**config.mk**
```make
export PLATFORM = sky130hd
export DESIGN_NAME = led_display_row_driver
export DESIGN_NICKNAME = d
export VERILOG_FILES = /design/src/rtl/led_display_package.sv /design/src/rtl/led_display_shift_clk_gen.sv /design/src/rtl/led_display_row_driver.sv
export SDC_FILE = /design/constraint.sdc
export NUM_CORES = 1
export LEC_CHECK = 0
export CORE_ASPECT_RATIO = 0.75
export CORE_MARGIN = 2
export CORE_UTILIZATION = 36
export CTS_CLUSTER_DIAMETER = 40
export CTS_CLUSTER_SIZE = 28
export DETAILED_ROUTE_END_ITERATION = 16
export GPL_ROUTABILITY_DRIVEN = 0
export MAX_ROUTING_LAYER = met4
export RECOVER_POWER = 50
export SLEW_MARGIN = 40
export SYNTH_ARGS = -nofsm -noshare
export SYNTH_HDL_FRONTEND = slang
export SYNTH_SLANG_ARGS = --single-unit
```
**constraint.sdc**
```tcl
create_clock -name clk_in -period 5.45 [get_ports clk_in]
set_clock_uncertainty 0.1 [all_clocks]
set_input_delay 0.8175 -clock clk_in [delete_from_list [all_inputs] [get_ports clk_in]]
set_output_delay 0.8175 -clock clk_in [all_outputs]
set_load 0.05 [all_outputs]
```
**src/rtl/led_display_package.sv**
```systemverilog
// Shared types and constants for the LED panel display path: row data layout,
// panel geometry and the row driver state encoding.
package led_display_package;

    localparam int GL_PANEL_ROW_PIXELS = 32;
    localparam int GL_PANEL_ADDR_W     = 4;
    localparam int GL_PIX_IDX_W        = $clog2(GL_PANEL_ROW_PIXELS);

    typedef struct packed {
        logic [GL_PANEL_ROW_PIXELS-1:0] red;
        logic [GL_PANEL_ROW_PIXELS-1:0] green;
        logic [GL_PANEL_ROW_PIXELS-1:0] blue;
    } rgb_plane_t;

    typedef struct packed {
        rgb_plane_t top;
        rgb_plane_t bot;
    } rgb_row_t;

    localparam int GL_RGB_ROW_W = $bits(rgb_row_t);

    typedef enum logic [2:0] {
        DRV_IDLE,
        DRV_SHIFT,
        DRV_BLANK,
        DRV_LATCH,
        DRV_DISPLAY
    } drv_state_t;

    // Panel data lines carry {B,G,R} for one column of one half.
    function automatic logic [2:0] pixel_bgr(input rgb_plane_t plane,
                                             input logic [GL_PIX_IDX_W-1:0] col);
        return {plane.blue[col], plane.green[col], plane.red[col]};
    endfunction

endpackage

```
**src/rtl/led_display_shift_clk_gen.sv**
```systemverilog
// Shift-clock phase generator: low for CLK_DIV cycles then high for CLK_DIV
// cycles per pixel, with a strobe on the last phase to advance the pixel.
module led_display_shift_clk_gen #(
    parameter int CLK_DIV = 2
) (
    input  logic clk_in,
    input  logic n_reset_in,
    input  logic run_in,
    output logic shift_clk_out,
    output logic pixel_adv_out
);

    localparam int PHASES = 2 * CLK_DIV;
    localparam int PH_W   = $clog2(PHASES);
    localparam logic [PH_W-1:0] PH_LAST = PH_W'(PHASES - 1);
    localparam logic [PH_W-1:0] PH_HIGH = PH_W'(CLK_DIV);

    logic [PH_W-1:0] phase_reg;
    logic [PH_W-1:0] phase_next;
    logic            shift_clk_reg;

    // Phase rests at 0 whenever the row is not shifting, so every row starts low.
    always_comb begin
        phase_next = '0;
        if (run_in && (phase_reg != PH_LAST)) begin
            phase_next = phase_reg + 1'b1;
        end
    end

    always_ff @(posedge clk_in or negedge n_reset_in) begin
        if (!n_reset_in) begin
            phase_reg     <= '0;
            shift_clk_reg <= 1'b0;
        end else begin
            phase_reg     <= phase_next;
            shift_clk_reg <= (phase_next >= PH_HIGH);
        end
    end

    assign shift_clk_out = shift_clk_reg;
    assign pixel_adv_out = run_in && (phase_reg == PH_LAST);

endmodule

```
**src/rtl/led_display_row_driver.sv**
```systemverilog
// HUB75 row driver: accepts one row over valid/ready, shifts it out MSB column
// first, then blanks, latches and lights the row before asking for the next.
module led_display_row_driver
    import led_display_package::*;
#(
    parameter int CLK_DIV      = 2,
    parameter int BLANK_CYCLES = 2,
    parameter int ON_CYCLES    = 64,
    parameter int ROW_PIXELS   = GL_PANEL_ROW_PIXELS
) (
    input  logic                       clk_in,
    input  logic                       n_reset_in,
    input  logic [GL_RGB_ROW_W-1:0]    row_in,
    input  logic                       row_valid_in,
    input  logic [GL_PANEL_ADDR_W-1:0] row_address_in,
    output logic                       row_ready_out,
    output logic [2:0]                 panel_rgb_top_out,
    output logic [2:0]                 panel_rgb_bot_out,
    output logic                       panel_clk_out,
    output logic                       panel_lat_out,
    output logic                       panel_oe_n_out,
    output logic [GL_PANEL_ADDR_W-1:0] panel_addr_out,
    output logic                       row_done_out
);

    localparam int PIX_W   = $clog2(ROW_PIXELS);
    localparam int CNT_MAX = (BLANK_CYCLES > ON_CYCLES) ? BLANK_CYCLES : ON_CYCLES;
    localparam int CNT_W   = (CNT_MAX > 1) ? $clog2(CNT_MAX) : 1;
    localparam logic [PIX_W-1:0] PIX_FIRST  = PIX_W'(ROW_PIXELS - 1);
    localparam logic [CNT_W-1:0] BLANK_LAST = CNT_W'(BLANK_CYCLES - 1);
    localparam logic [CNT_W-1:0] ON_LAST    = CNT_W'(ON_CYCLES - 1);

    drv_state_t                 state_reg, state_next;
    logic [PIX_W-1:0]           pix_reg, pix_next;
    logic [CNT_W-1:0]           cnt_reg, cnt_next;
    rgb_row_t                   row_reg;
    logic [GL_PANEL_ADDR_W-1:0] addr_cap_reg;

    logic                       ready_reg;
    logic [2:0]                 top_reg, bot_reg;
    logic                       lat_reg, oe_n_reg, done_reg;
    logic [GL_PANEL_ADDR_W-1:0] addr_reg;

    logic                       accept;
    logic                       shift_run;
    logic                       pixel_adv;
    logic                       shift_clk;
    rgb_row_t                   pix_src;

    assign accept    = (state_reg == DRV_IDLE) && ready_reg && row_valid_in;
    assign shift_run = (state_reg == DRV_SHIFT);
    // The first pixel is taken straight from the input on the accept edge.
    assign pix_src   = accept ? rgb_row_t'(row_in) : row_reg;

    led_display_shift_clk_gen #(
        .CLK_DIV (CLK_DIV)
    ) u_shift_clk_gen (
        .clk_in        (clk_in),
        .n_reset_in    (n_reset_in),
        .run_in        (shift_run),
        .shift_clk_out (shift_clk),
        .pixel_adv_out (pixel_adv)
    );

    always_comb begin
        state_next = state_reg;
        pix_next   = pix_reg;
        cnt_next   = cnt_reg;
        case (state_reg)
            DRV_IDLE: begin
                if (accept) begin
                    state_next = DRV_SHIFT;
                    pix_next   = PIX_FIRST;
                end
            end
            DRV_SHIFT: begin
                if (pixel_adv) begin
                    if (pix_reg == '0) begin
                        state_next = DRV_BLANK;
                        cnt_next   = BLANK_LAST;
                    end else begin
                        pix_next = pix_reg - 1'b1;
                    end
                end
            end
            DRV_BLANK: begin
                if (cnt_reg == '0) begin
                    state_next = DRV_LATCH;
                end else begin
                    cnt_next = cnt_reg - 1'b1;
                end
            end
            DRV_LATCH: begin
                state_next = DRV_DISPLAY;
                cnt_next   = ON_LAST;
            end
            DRV_DISPLAY: begin
                if (cnt_reg == '0) begin
                    state_next = DRV_IDLE;
                end else begin
                    cnt_next = cnt_reg - 1'b1;
                end
            end
            default: begin
                state_next = DRV_IDLE;
            end
        endcase
    end

    always_ff @(posedge clk_in or negedge n_reset_in) begin
        if (!n_reset_in) begin
            state_reg    <= DRV_IDLE;
            pix_reg      <= '0;
            cnt_reg      <= '0;
            row_reg      <= '0;
            addr_cap_reg <= '0;
        end else begin
            state_reg <= state_next;
            pix_reg   <= pix_next;
            cnt_reg   <= cnt_next;
            if (accept) begin
                row_reg      <= rgb_row_t'(row_in);
                addr_cap_reg <= row_address_in;
            end
        end
    end

    // Outputs are registered from next-state values so they line up with the state.
    always_ff @(posedge clk_in or negedge n_reset_in) begin
        if (!n_reset_in) begin
            ready_reg <= 1'b0;
            top_reg   <= '0;
            bot_reg   <= '0;
            lat_reg   <= 1'b0;
            oe_n_reg  <= 1'b1;
            addr_reg  <= '0;
            done_reg  <= 1'b0;
        end else begin
            ready_reg <= (state_next == DRV_IDLE);
            lat_reg   <= (state_next == DRV_LATCH);
            oe_n_reg  <= (state_next != DRV_DISPLAY);
            done_reg  <= (state_next == DRV_DISPLAY) && (cnt_next == '0);
            if (state_next != DRV_SHIFT) begin
                top_reg <= '0;
                bot_reg <= '0;
            end else if (accept || pixel_adv) begin
                top_reg <= pixel_bgr(pix_src.top, pix_next);
                bot_reg <= pixel_bgr(pix_src.bot, pix_next);
            end
            if (shift_run && (state_next == DRV_BLANK)) begin
                addr_reg <= addr_cap_reg;
            end
        end
    end

    assign row_ready_out     = ready_reg;
    assign panel_rgb_top_out = top_reg;
    assign panel_rgb_bot_out = bot_reg;
    assign panel_clk_out     = shift_clk;
    assign panel_lat_out     = lat_reg;
    assign panel_oe_n_out    = oe_n_reg;
    assign panel_addr_out    = addr_reg;
    assign row_done_out      = done_reg;

endmodule

```
==> metrics.yaml, run 1 <==
worst_setup_path:
  cp.required_ns: 5.73
  end_kind: "register"
  arrival_ns: 4.12
  timing.rr.end: "panel_rgb_top_out[2]"
  rr_worst_depth: 9
  worstSetupPathType: "input pin to register"
  r2r-start: "state_reg[2]"
  rrSetupSlack_ns: 1.75
  path_max_fanout: 55
  critPathLaunchType: "input pin"
clocking:
  hold_buffers: 0
  cts_buffers: 34
  cts_num_sinks: 227
  cts_tree: "done"
  clk_latency_ns: 0.51
  clockBufferDepth: 3
  clockRootBuffer: "clkbuf_16"
  cts_resized: 0
  cts-htree-levels: 2
  clkTransAtPathRegs_ns: 0.05
  post-cts-setup-buffers: 0
power:
  p_clk_frac: 0.525
  power_frac_seq: 0.426
  p_per_area_nw_per_um2: 280
  ir_drop_v: 0.000190
  sw_frac_of_total: 0.224
  p_leak_nw: 7.03
  p_sw_mw: 0.888
  pwr-share-comb: 0.049
  internal_power_mw: 3.08
yosys:
  synth.most_common_cell: "dfrtp_1"
  yosys.area.top_type: "dfrtp_1"
  synth_enable_flop_cells: 0
  ys_top_cells_by_area: "dfrtp_1 53%, mux2_2 16%, nand2_1 5.9%, mux2i_1 5.0%, nor2_1 3.5%"
  synth_largest_type_area_fraction: 0.531
  syn_nets: 1154
  synthFlopType: "dfrtp_1"
  ys_seq_area_frac: 0.534
  ys_types: 65
  ys_seq_elements: 227
  yosys_warnings: 0
  syn-cell-area_um2: 10600
  netlist_instances: 951
  syn_avg_cell_area_um2: 11.2
  async_reset_ff_frac: 1.00
  synthTopCellsByCount: "226 x dfrtp_1, 167 x nand2_1, 153 x mux2_2"
final_layout:
  stdcell_area_um2: 14200
  final_nets: 1362
  syn_to_final_growth_pct: 33.2
  final_util: 0.487
  fin_cells: 1574
  largest_register_ff_count: 192
  drive_gt1_frac: 0.202
flow_run:
  maxCapViolations: 3
hold_path:
  hold_end: "u_shift_clk_gen.phase_reg[0]"
  worstHoldStart: "u_shift_clk_gen.phase_reg[0]"
  min-delay-path-class: "register to register"
  min_delay_path_depth: 1
die:
  die_h_um: 153
  coreArea_um2: 29100
  ios: 214
  die_w_um: 203
  initial_core_util: 0.366
  placementRows: 54
  die-area_um2: 31000
place:
  post_dp_cell_area_um2: 13100
  place_inst: 1515
  hpwl_um: 21600
  port_buffers: 213
grt:
  grt_antenna_before_repair: 1
  grt_util_all_layers: 0.207
  grt_pass1_vias: 8093
  grt_max_degree: 98
  grt_overflow: 0
  grt_pass1_wl_um: 48000
sta:
  relSlewSlack: -0.197
  report.final.setup_viol: 0
  period_share: 0.705
  rsz0062_at_grt: "false"
  hold_viol_final: 0
  period_needed_ns: 3.84
  final_max_slew_viol_count: 101
  tightest_slew_ns: 1.77
  tns_ns: 0
  clock.fmax_mhz: 260
drt:
  drt_iter0_markers: 436
  drt-pass1-iter-count: 4
  vias_per_cell: 5.03
  wl_per_cell_um: 19.6
  drc: 0
  drt_wl_total_um: 30900
  ant_nets: 0
  vias: 7921
outcome:
  violations: "max-capacitance violations, max-slew violations"
  status: "finished, violations left"
layout make-up:
| type | instances | area, um^2 |
|---|---|---|
| repair buffers | 229 | 2300 |
| inverters | 10 | 37.5 |
| fillers | 2631 | 14900 |
| diodes | 1 | 2.50 |
| clock buffers | 40 | 915 |
| flip-flops and latches | 227 | 5680 |
| clock inverters | 18 | 164 |
| multi-input cells | 657 | 4590 |
| well taps | 392 | 490 |
power groups by stage:
stage | logic [mW] | registers, mW | clock network [mW]
floorplan | 0.00133 | 1.72 | 0
global placement | 0.199 | 1.72 | 0
detailed placement | 0.201 | 1.72 | 0
CTS | 0.203 | 1.69 | 2.13
global route | 0.210 | 1.69 | 2.21
finish | 0.196 | 1.69 | 2.08
worst max-delay path: stages:
cell and delay [ns]:
clkdlybuf4s50_1 0.44, and3b_1 0.35, and2_4 0.54, buf_12 0.34
mux2_2 0.39, nor2_1 0.10, nor3_1 0.06, o32ai_1 0.66
a221o_1 0.29, nand3_1 0.08
layout by cell type, fill, tap and decap left out, types with 4 or more instances in the layout:
cell type	count
a2111oi_1	5
a211o_1	4
a21oi_1	8
a221o_1	4
a22oi_1	6
a32o_1	4
buf_4	10
clkbuf_1	4
clkbuf_16	35
clkdlybuf4s50_1	212
clkinv_4	4
clkinvlp_4	6
dfrtp_1	226
ha_1	4
inv_1	7
inv_6	5
mux2_2	153
mux2i_1	53
nand2_1	166
nand3_1	13
nor2_1	98
nor2b_1	17
nor3_1	24
nor4_1	5
o211ai_1	4
o21ai_0	14
o221ai_1	7
o31a_1	5
o32ai_1	5
or3_1	5
stage by stage:
step                      total power [mW]  worst slack, ns  hold slack [ns]
after floorplan                       1.72             2.55            0.309
after global placement                1.92             1.16            0.326
after detailed placement              1.92             1.18            0.332
after CTS                             4.01             1.72           0.0520
after global routing                  4.11            0.971            0.373
final                                 3.96             1.61            0.345
routing by layer:
metal,up-vias,track usage,routed length (um)
met5,-,-,0
met1,3906,0.303,15400
met2,233,0.292,13200
met4,0,0.0407,369
li1,3753,-,-
met3,29,0.0486,1950
worst max-delay path by stage:
stage | slack [ns] | from | endpoint | cells after the start
after floorplan | 2.55 | row_valid_in | panel_rgb_top_out[0] | 10
after global placement | 1.16 | row_valid_in | panel_rgb_top_out[2] | 10
after detailed placement | 1.18 | row_valid_in | panel_rgb_top_out[2] | 10
after CTS | 1.72 | row_valid_in | panel_rgb_top_out[2] | 10
after global routing | 0.97 | n_reset_in | row_reg[123] | 4
final | 1.61 | row_valid_in | panel_rgb_top_out[2] | 10
logic make-up (layout without fill, tap and decap cells):
family                     count (synthesis)  count (layout)  synth area share
AOI/OAI and AO/OA                         89              89            0.0654
muxes                                    206             206             0.212
buffers and inverters                     67             297            0.0370
xor gates and xnor gates                   1               1          0.000823
DFF                                      227             227             0.534
adders and majority gates                  4               4           0.00470
other                                      0               1                 0
and+or+nand+nor                          357             357             0.147
Note: power is estimated with default switching activity, not from simulation.
==> inputs of run 2 (changes only) <==
==> constraint.sdc (replaced) <==
create_clock -name clk_in -period 3.52 [get_ports clk_in]
set_clock_uncertainty 0.1 [all_clocks]
set_input_delay 0.528 -clock clk_in [delete_from_list [all_inputs] [get_ports clk_in]]
set_output_delay 0.528 -clock clk_in [all_outputs]
set_load 0.05 [all_outputs]
==> run 2 against run 1 <==
The flow still finishes with violations (max-capacitance violations, max-slew violations). Register-to-register slack got worse by 1.6 ns. Core utilization increased by 1.2 points. Largest cell class unchanged. Critical path depth increased by 1. Global-route usage increased by 0.33 points. Setup slack got worse by 1.4 ns. Sequential power increased by 54%.
==> metrics.yaml, run 2 (same netlist as run 1, synthesis figures left out) <==
outcome:
  status: "finished, violations left"  # unchanged
  violations: "max-capacitance violations, max-slew violations"  # unchanged
hold_path:
  min-delay-path-class: "register to register"  # unchanged
grt:
  grt_util_all_layers: 0.210  # was 0.207
  grt_overflow: 0  # unchanged
  met3_usage: 0.0512  # was 0.0486
  grt_pass1_wl_um: 48900  # was 48,000 um
  grt_antenna_before_repair: 1  # unchanged
  grt_max_degree: 67  # was 98
  grt.busiest_layer: "met1"  # unchanged
  grt_use_met1: 0.307  # was 0.303
  grt_pass1_vias: 8426  # was 8,093
  gr-usage-met2: 0.295  # was 0.292
drt:
  drt_iter0_markers: 536  # was 436
  drc: 0  # unchanged
  vias_per_cell: 5.03  # about the same
  vias: 8080  # was 7,921
  drt-pass1-iter-count: 5  # was 4
  ant_nets: 0  # unchanged
  wl_per_cell_um: 19.6  # about the same
  drt_wl_total_um: 31400  # was 30,900 um
sta:
  tightest_slew_ns: 2.38  # was 1.77 ns
  tns_ns: 0  # unchanged
  period_needed_ns: 3.36
  hold_viol_final: 0  # unchanged
  rsz0062_at_grt: "false"  # unchanged
  final_max_slew_viol_count: 53  # was 101
  clock.fmax_mhz: 298
  layout_setup_ws_ns: 0.164  # was 1.61 ns
  report.final.setup_viol: 0  # unchanged
  relSlewSlack: -0.588  # was -0.197
  whs_ns: 0.358  # was 0.345 ns
  period_share: 0.953
worst_setup_path:
  path_cells: "inv_1 > ha_1 > nor4b_1 > o21ai_0 > and3_1 > inv_1 > buf_4 > nor3_1 > o32ai_1 > a221o_1 > nand3_1"  # was clkdlybuf4s50_1 > and3b_1 > and2_4 > buf_12 > mux2_2 > nor2_1 > nor3_1 > o32ai_1 > a221o_1 > nand3_1
  worstSetupPathType: "register to register"  # was input pin to register
  cpMaxStageDelayCell: "o32ai_1"  # unchanged
  critical_path.max_stage_delay_ns: 0.66  # about the same
  crit_path_frequent_cell: "inv_1"
  path_max_fanout: 22  # was 55
  critPathLaunchType: "register"  # was input pin
  path_buf_inv: 3  # was 2
  end_kind: "register"  # unchanged
  rrSetupSlack_ns: 0.16  # was 1.75 ns
  crit_family: "compound AO/OA/AOI/OAI gates"  # was simple AND/OR/NAND/NOR gates
  cp.required_ns: 3.79  # was 5.73 ns
  arrival_ns: 3.63  # was 4.12 ns
die:
  die-area_um2: 31000  # unchanged
  die_h_um: 153  # unchanged
  initial_core_util: 0.366  # unchanged
  ios: 214  # unchanged
  placementRows: 54  # unchanged
  coreArea_um2: 29100  # unchanged
  die_w_um: 203  # unchanged
final_layout:
  final_cell_mix: "226 x dfrtp_1, 212 x clkdlybuf4s50_1, 165 x nand2_1, 153 x mux2_2, 98 x nor2_1"  # was 226 x dfrtp_1, 212 x clkdlybuf4s50_1, 166 x nand2_1, 153 x mux2_2, 98 x nor2_1
  final_util: 0.499  # was 0.487
  drive_gt1_frac: 0.222  # was 0.202
  multiInputGateArea_um2: 4600  # was 4590 um^2
  final_nets: 1390  # was 1,362
  largest_register_ff_count: 192  # unchanged
  ff_latch_area_um2: 5680  # unchanged
  fin_cells: 1605  # was 1,574
  stdcell_area_um2: 14500  # was 14,200 um^2
  final_common_cell: "dfrtp_1"  # unchanged
  syn_to_final_growth_pct: 36.5  # was 33.2%
  n_fill_cell: 2676  # was 2,631
power:
  p_per_area_nw_per_um2: 431  # was 280 nW/um^2
  totalPowerFinal_mw: 6.27  # was 3.96 mW
  ir_drop_v: 0.000231  # was 0.000190 V
  p_leak_nw: 7.23  # was 7.03 nW
clocking:
  clockBufferDepth: 3  # unchanged
  cts_buffers: 34  # unchanged
  clk_latency_ns: 0.50  # was 0.51 ns
  clockRootBuffer: "clkbuf_16"  # unchanged
  cts-htree-levels: 2  # unchanged
  cts_tree: "done"  # unchanged
  post-cts-setup-buffers: 0  # unchanged
  clkTransAtPathRegs_ns: 0.06  # was 0.05 ns
  cts_num_sinks: 227  # unchanged
place:
  hpwl_um: 22800  # was 21,600 um
  port_buffers: 213  # unchanged
  place_inst: 1542  # was 1,515
  post_dp_cell_area_um2: 13400  # was 13,100 um^2
  place_ws_ns: -0.176  # was 1.18 ns
flow_run:
  maxCapViolations: 2  # was 3
run 2: cell count changes in the layout (fill, tap and decap cells not counted), sizes merged:
cell         previous run  this run
buf                    15        41
inv                    14        11
clkinv                  7        11
clkbuf                 42        44
clkinvlp                6         5
bufinv                  1         3
dlygate4sd3             0         1
run 2: per-layer routing:
metal  wire (um)  part of all wire
met1       15300              0.49
met5           0                 0
met4         461             0.015
met2       13300              0.42
met3        2370             0.075
run 2: path summary, 6_finish.rpt:
check,from,end,depth (start not counted)
setup / recovery,pix_reg[0],panel_rgb_bot_out[0],11
hold / removal,u_shift_clk_gen.phase_reg[0],u_shift_clk_gen.phase_reg[0],1
setup reg to reg,pix_reg[0],panel_rgb_bot_out[0],11
hold reg to reg,u_shift_clk_gen.phase_reg[0],u_shift_clk_gen.phase_reg[0],1
max in group asynchronous,n_reset_in,row_reg[135],4
min in group asynchronous,n_reset_in,row_reg[77],2
run 2: final cells by class:
| type | count | area share |
|---|---|---|
| antenna | 1 | 0.000172 |
| clock buffer | 41 | 0.0632 |
| clock inverter | 20 | 0.0142 |
| inverter | 10 | 0.00258 |
| multi-input combinational | 657 | 0.316 |
| sequential | 227 | 0.391 |
| tap | 392 | 0.0337 |
| timing repair buffer | 257 | 0.179 |
run 2: power breakdown:
part / internal (mW) / total [mW] / leakage [nW] / switching [mW]
clock network: 2.09 / 3.34 / 0.542 / 1.25
logic: 0.203 / 0.312 / 3.54 / 0.109
registers: 2.61 / 2.61 / 3.15 / 0
run 2: repair_timing:
action / CTS / global route
hold endpoints to repair: 41 / 0
endpoints found under the setup margin: 0 / 3
resized for setup: 0 / 3
hold buffers: 1 / 0
==> inputs of run 3 (changes only) <==
--- a/config.mk
+++ b/config.mk
@@ -6,7 +6,7 @@
 export NUM_CORES = 1
 export LEC_CHECK = 0
 export CORE_ASPECT_RATIO = 0.75
-export CORE_MARGIN = 2
+export CORE_MARGIN = 3
 export CORE_UTILIZATION = 36
 export CTS_CLUSTER_DIAMETER = 40
 export CTS_CLUSTER_SIZE = 28
==> run 3 against run 2 <==
The flow still finishes with violations (max-capacitance violations, max-slew violations). Total power decreased by 0.79%. Routed wire length decreased by 1.0%. Via count increased by 0.56%. Critical path depth unchanged. Non-clock buffer count increased by 1. Design area decreased by 0.13%. Sequential power about the same. Setup slack improved by 0.088 ns. Register-to-register slack improved by 0.09 ns. Hold slack got worse by 0.023 ns. Critical path type unchanged. Largest cell class unchanged. Largest power group unchanged.
==> metrics.yaml, run 3 (same netlist as run 1, synthesis figures left out) <==
outcome:
  status: "finished, violations left"  # unchanged
  violations: "max-capacitance violations, max-slew violations"  # unchanged
worst_setup_path:
  critical_path.max_stage_delay_ns: 0.54  # was 0.66 ns
  cp.required_ns: 3.86  # was 3.79 ns
  end_kind: "register"  # unchanged
  cpMaxStageDelayCell: "or4b_4"  # was o32ai_1
  worstSetupPathType: "register to register"  # unchanged
  path_max_fanout: 25  # was 22
  crit_family: "simple AND/OR/NAND/NOR gates"  # was compound AO/OA/AOI/OAI gates
  arrival_ns: 3.60  # was 3.63 ns
  critPathLaunchType: "register"  # unchanged
  path_cells: "inv_1 > ha_1 > or4b_4 > a221oi_2 > or2_4 > buf_4 > mux2i_1 > o32ai_1 > nor3_1 > o221ai_1 > o21bai_1"  # was inv_1 > ha_1 > nor4b_1 > o21ai_0 > and3_1 > inv_1 > buf_4 > nor3_1 > o32ai_1 > a221o_1 > nand3_1
  path_buf_inv: 2  # was 3
drt:
  drc: 0  # unchanged
  vias_per_cell: 5.08  # was 5.03
  drt_iter0_markers: 555  # was 536
  wl_per_cell_um: 19.5  # was 19.6 um
  drt_wl_total_um: 31100  # was 31,400 um
  vias: 8125  # was 8,080
  ant_nets: 0  # unchanged
  drt-pass1-iter-count: 5  # unchanged
clocking:
  cts_tree: "done"  # unchanged
  clkTransAtPathRegs_ns: 0.07  # was 0.06 ns
  post-cts-setup-buffers: 0  # unchanged
  cts_buffers: 31  # was 34
  clk_latency_ns: 0.55  # was 0.50 ns
  clockRootBuffer: "clkbuf_16"  # unchanged
  cts_num_sinks: 227  # unchanged
  clockBufferDepth: 3  # unchanged
  cts-htree-levels: 1  # was 2
sta:
  tightest_slew_ns: 1.60  # was 2.38 ns
  final_max_slew_viol_count: 25  # was 53
  layout_setup_ws_ns: 0.251  # was 0.164 ns
  relSlewSlack: -0.0665  # was -0.588
  period_share: 0.929  # was 0.953
  period_needed_ns: 3.27  # was 3.36 ns
  hold_viol_final: 0  # unchanged
  report.final.setup_viol: 0  # unchanged
  rsz0062_at_grt: "false"  # unchanged
  tns_ns: 0  # unchanged
  whs_ns: 0.334  # was 0.358 ns
  clock.fmax_mhz: 306  # was 298 MHz
die:
  placementRows: 53  # was 54
  die_h_um: 155  # was 153 um
  initial_core_util: 0.373  # was 0.366
  die_w_um: 205  # was 203 um
  ios: 214  # unchanged
  coreArea_um2: 28600  # was 29,100 um^2
  die-area_um2: 31700  # was 31,000 um^2
place:
  place_ws_ns: -0.0610  # was -0.176 ns
  port_buffers: 213  # unchanged
  place_inst: 1535  # was 1,542
  hpwl_um: 22600  # was 22,800 um
  post_dp_cell_area_um2: 13400  # about the same
power:
  p_per_area_nw_per_um2: 428  # was 431 nW/um^2
  ir_drop_v: 0.000334  # was 0.000231 V
  p_leak_nw: 7.22  # was 7.23 nW
final_layout:
  final_common_cell: "dfrtp_1"  # unchanged
  stdcell_area_um2: 14500  # about the same
  largest_register_ff_count: 192  # unchanged
  fin_cells: 1598  # was 1,605
  drive_gt1_frac: 0.221  # was 0.222
  final_cell_mix: "226 x dfrtp_1, 212 x clkdlybuf4s50_1, 166 x nand2_1, 153 x mux2_2, 98 x nor2_1"  # was 226 x dfrtp_1, 212 x clkdlybuf4s50_1, 165 x nand2_1, 153 x mux2_2, 98 x nor2_1
  multiInputGateArea_um2: 4590  # was 4600 um^2
  syn_to_final_growth_pct: 36.4  # was 36.5%
  ff_latch_area_um2: 5680  # unchanged
  final_nets: 1388  # was 1,390
  n_fill_cell: 2575  # was 2,676
grt:
  grt_pass1_wl_um: 48300  # was 48,900 um
  grt_antenna_before_repair: 3  # was 1
  grt_pass1_vias: 8231  # was 8,426
  grt_max_degree: 96  # was 67
  grt_util_all_layers: 0.200  # was 0.210
  grt_overflow: 0  # unchanged
flow_run:
  maxCapViolations: 1  # was 2
hold_path:
  min-delay-path-class: "register to register"  # unchanged
==> run 3: cell types whose count changed in the layout (fill, tap and decap cells not counted), moves of 2 or more <==
cell	before	now
clkinv_8	0	6
clkinvlp_4	5	2
clkbuf_16	35	31
inv_8	0	3
inv_6	2	5
clkbuf_1	5	3
diode_2	1	3
clkinv_2	7	1
==> run 3: path summary, 6_finish.rpt <==
| kind | startpoint | endpoint | cells past startpoint | slack (ns) |
|---|---|---|---|---|
| worst max-delay path | pix_reg[0] | panel_rgb_top_out[1] | 11 | 0.25 |
| worst min-delay path | u_shift_clk_gen.phase_reg[0] | u_shift_clk_gen.phase_reg[0] | 1 | 0.33 |
| worst max register to register | pix_reg[0] | panel_rgb_top_out[1] | 11 | 0.25 |
| worst min register to register | u_shift_clk_gen.phase_reg[0] | u_shift_clk_gen.phase_reg[0] | 1 | 0.33 |
| max in group asynchronous | n_reset_in | row_reg[48] | 4 | 0.57 |
| min in group asynchronous | n_reset_in | row_reg[45] | 2 | 0.81 |
==> run 3: what timing repair did <==
item,in CTS,in global routing
hold endpoints to repair,91,0
resized for setup,0,1
hold buffers,1,0
endpoints found under the setup margin,0,1
==> run 3: report_power, final <==
part | internal [mW] | leakage, nW | switching, mW | total (mW)
clock | 1.95 | 0.543 | 1.35 | 3.30
sequential | 2.61 | 3.15 | 0 | 2.61
combinational | 0.200 | 3.54 | 0.102 | 0.302
==> run 3: per-stage QoR <==
stage / power, mW / utilization
5_1_grt: 6.43 / 0.508
3_3_place_gp: 2.97 / 0.468
6_report: 6.22 / 0.508
4_1_cts: 6.29 / 0.508
2_1_floorplan: 2.66 / -
3_5_place_dp: 2.96 / 0.468
==> run 3: final cells by class <==
cell class | count | area share
antenna | 3 | 0.000517
clock buffer | 34 | 0.0556
clock inverter | 24 | 0.0221
inverter | 10 | 0.00259
multi-input combinational | 657 | 0.316
sequential | 227 | 0.391
tap | 385 | 0.0332
timing repair buffer | 258 | 0.179
==> run 3: per-layer routing <==
layer,global-route usage,up-vias,part of all wire
met5,-,-,0
met4,0.0432,0,0.017
met3,0.0423,39,0.074
met2,0.269,267,0.41
met1,0.308,4009,0.50
li1,-,3810,-
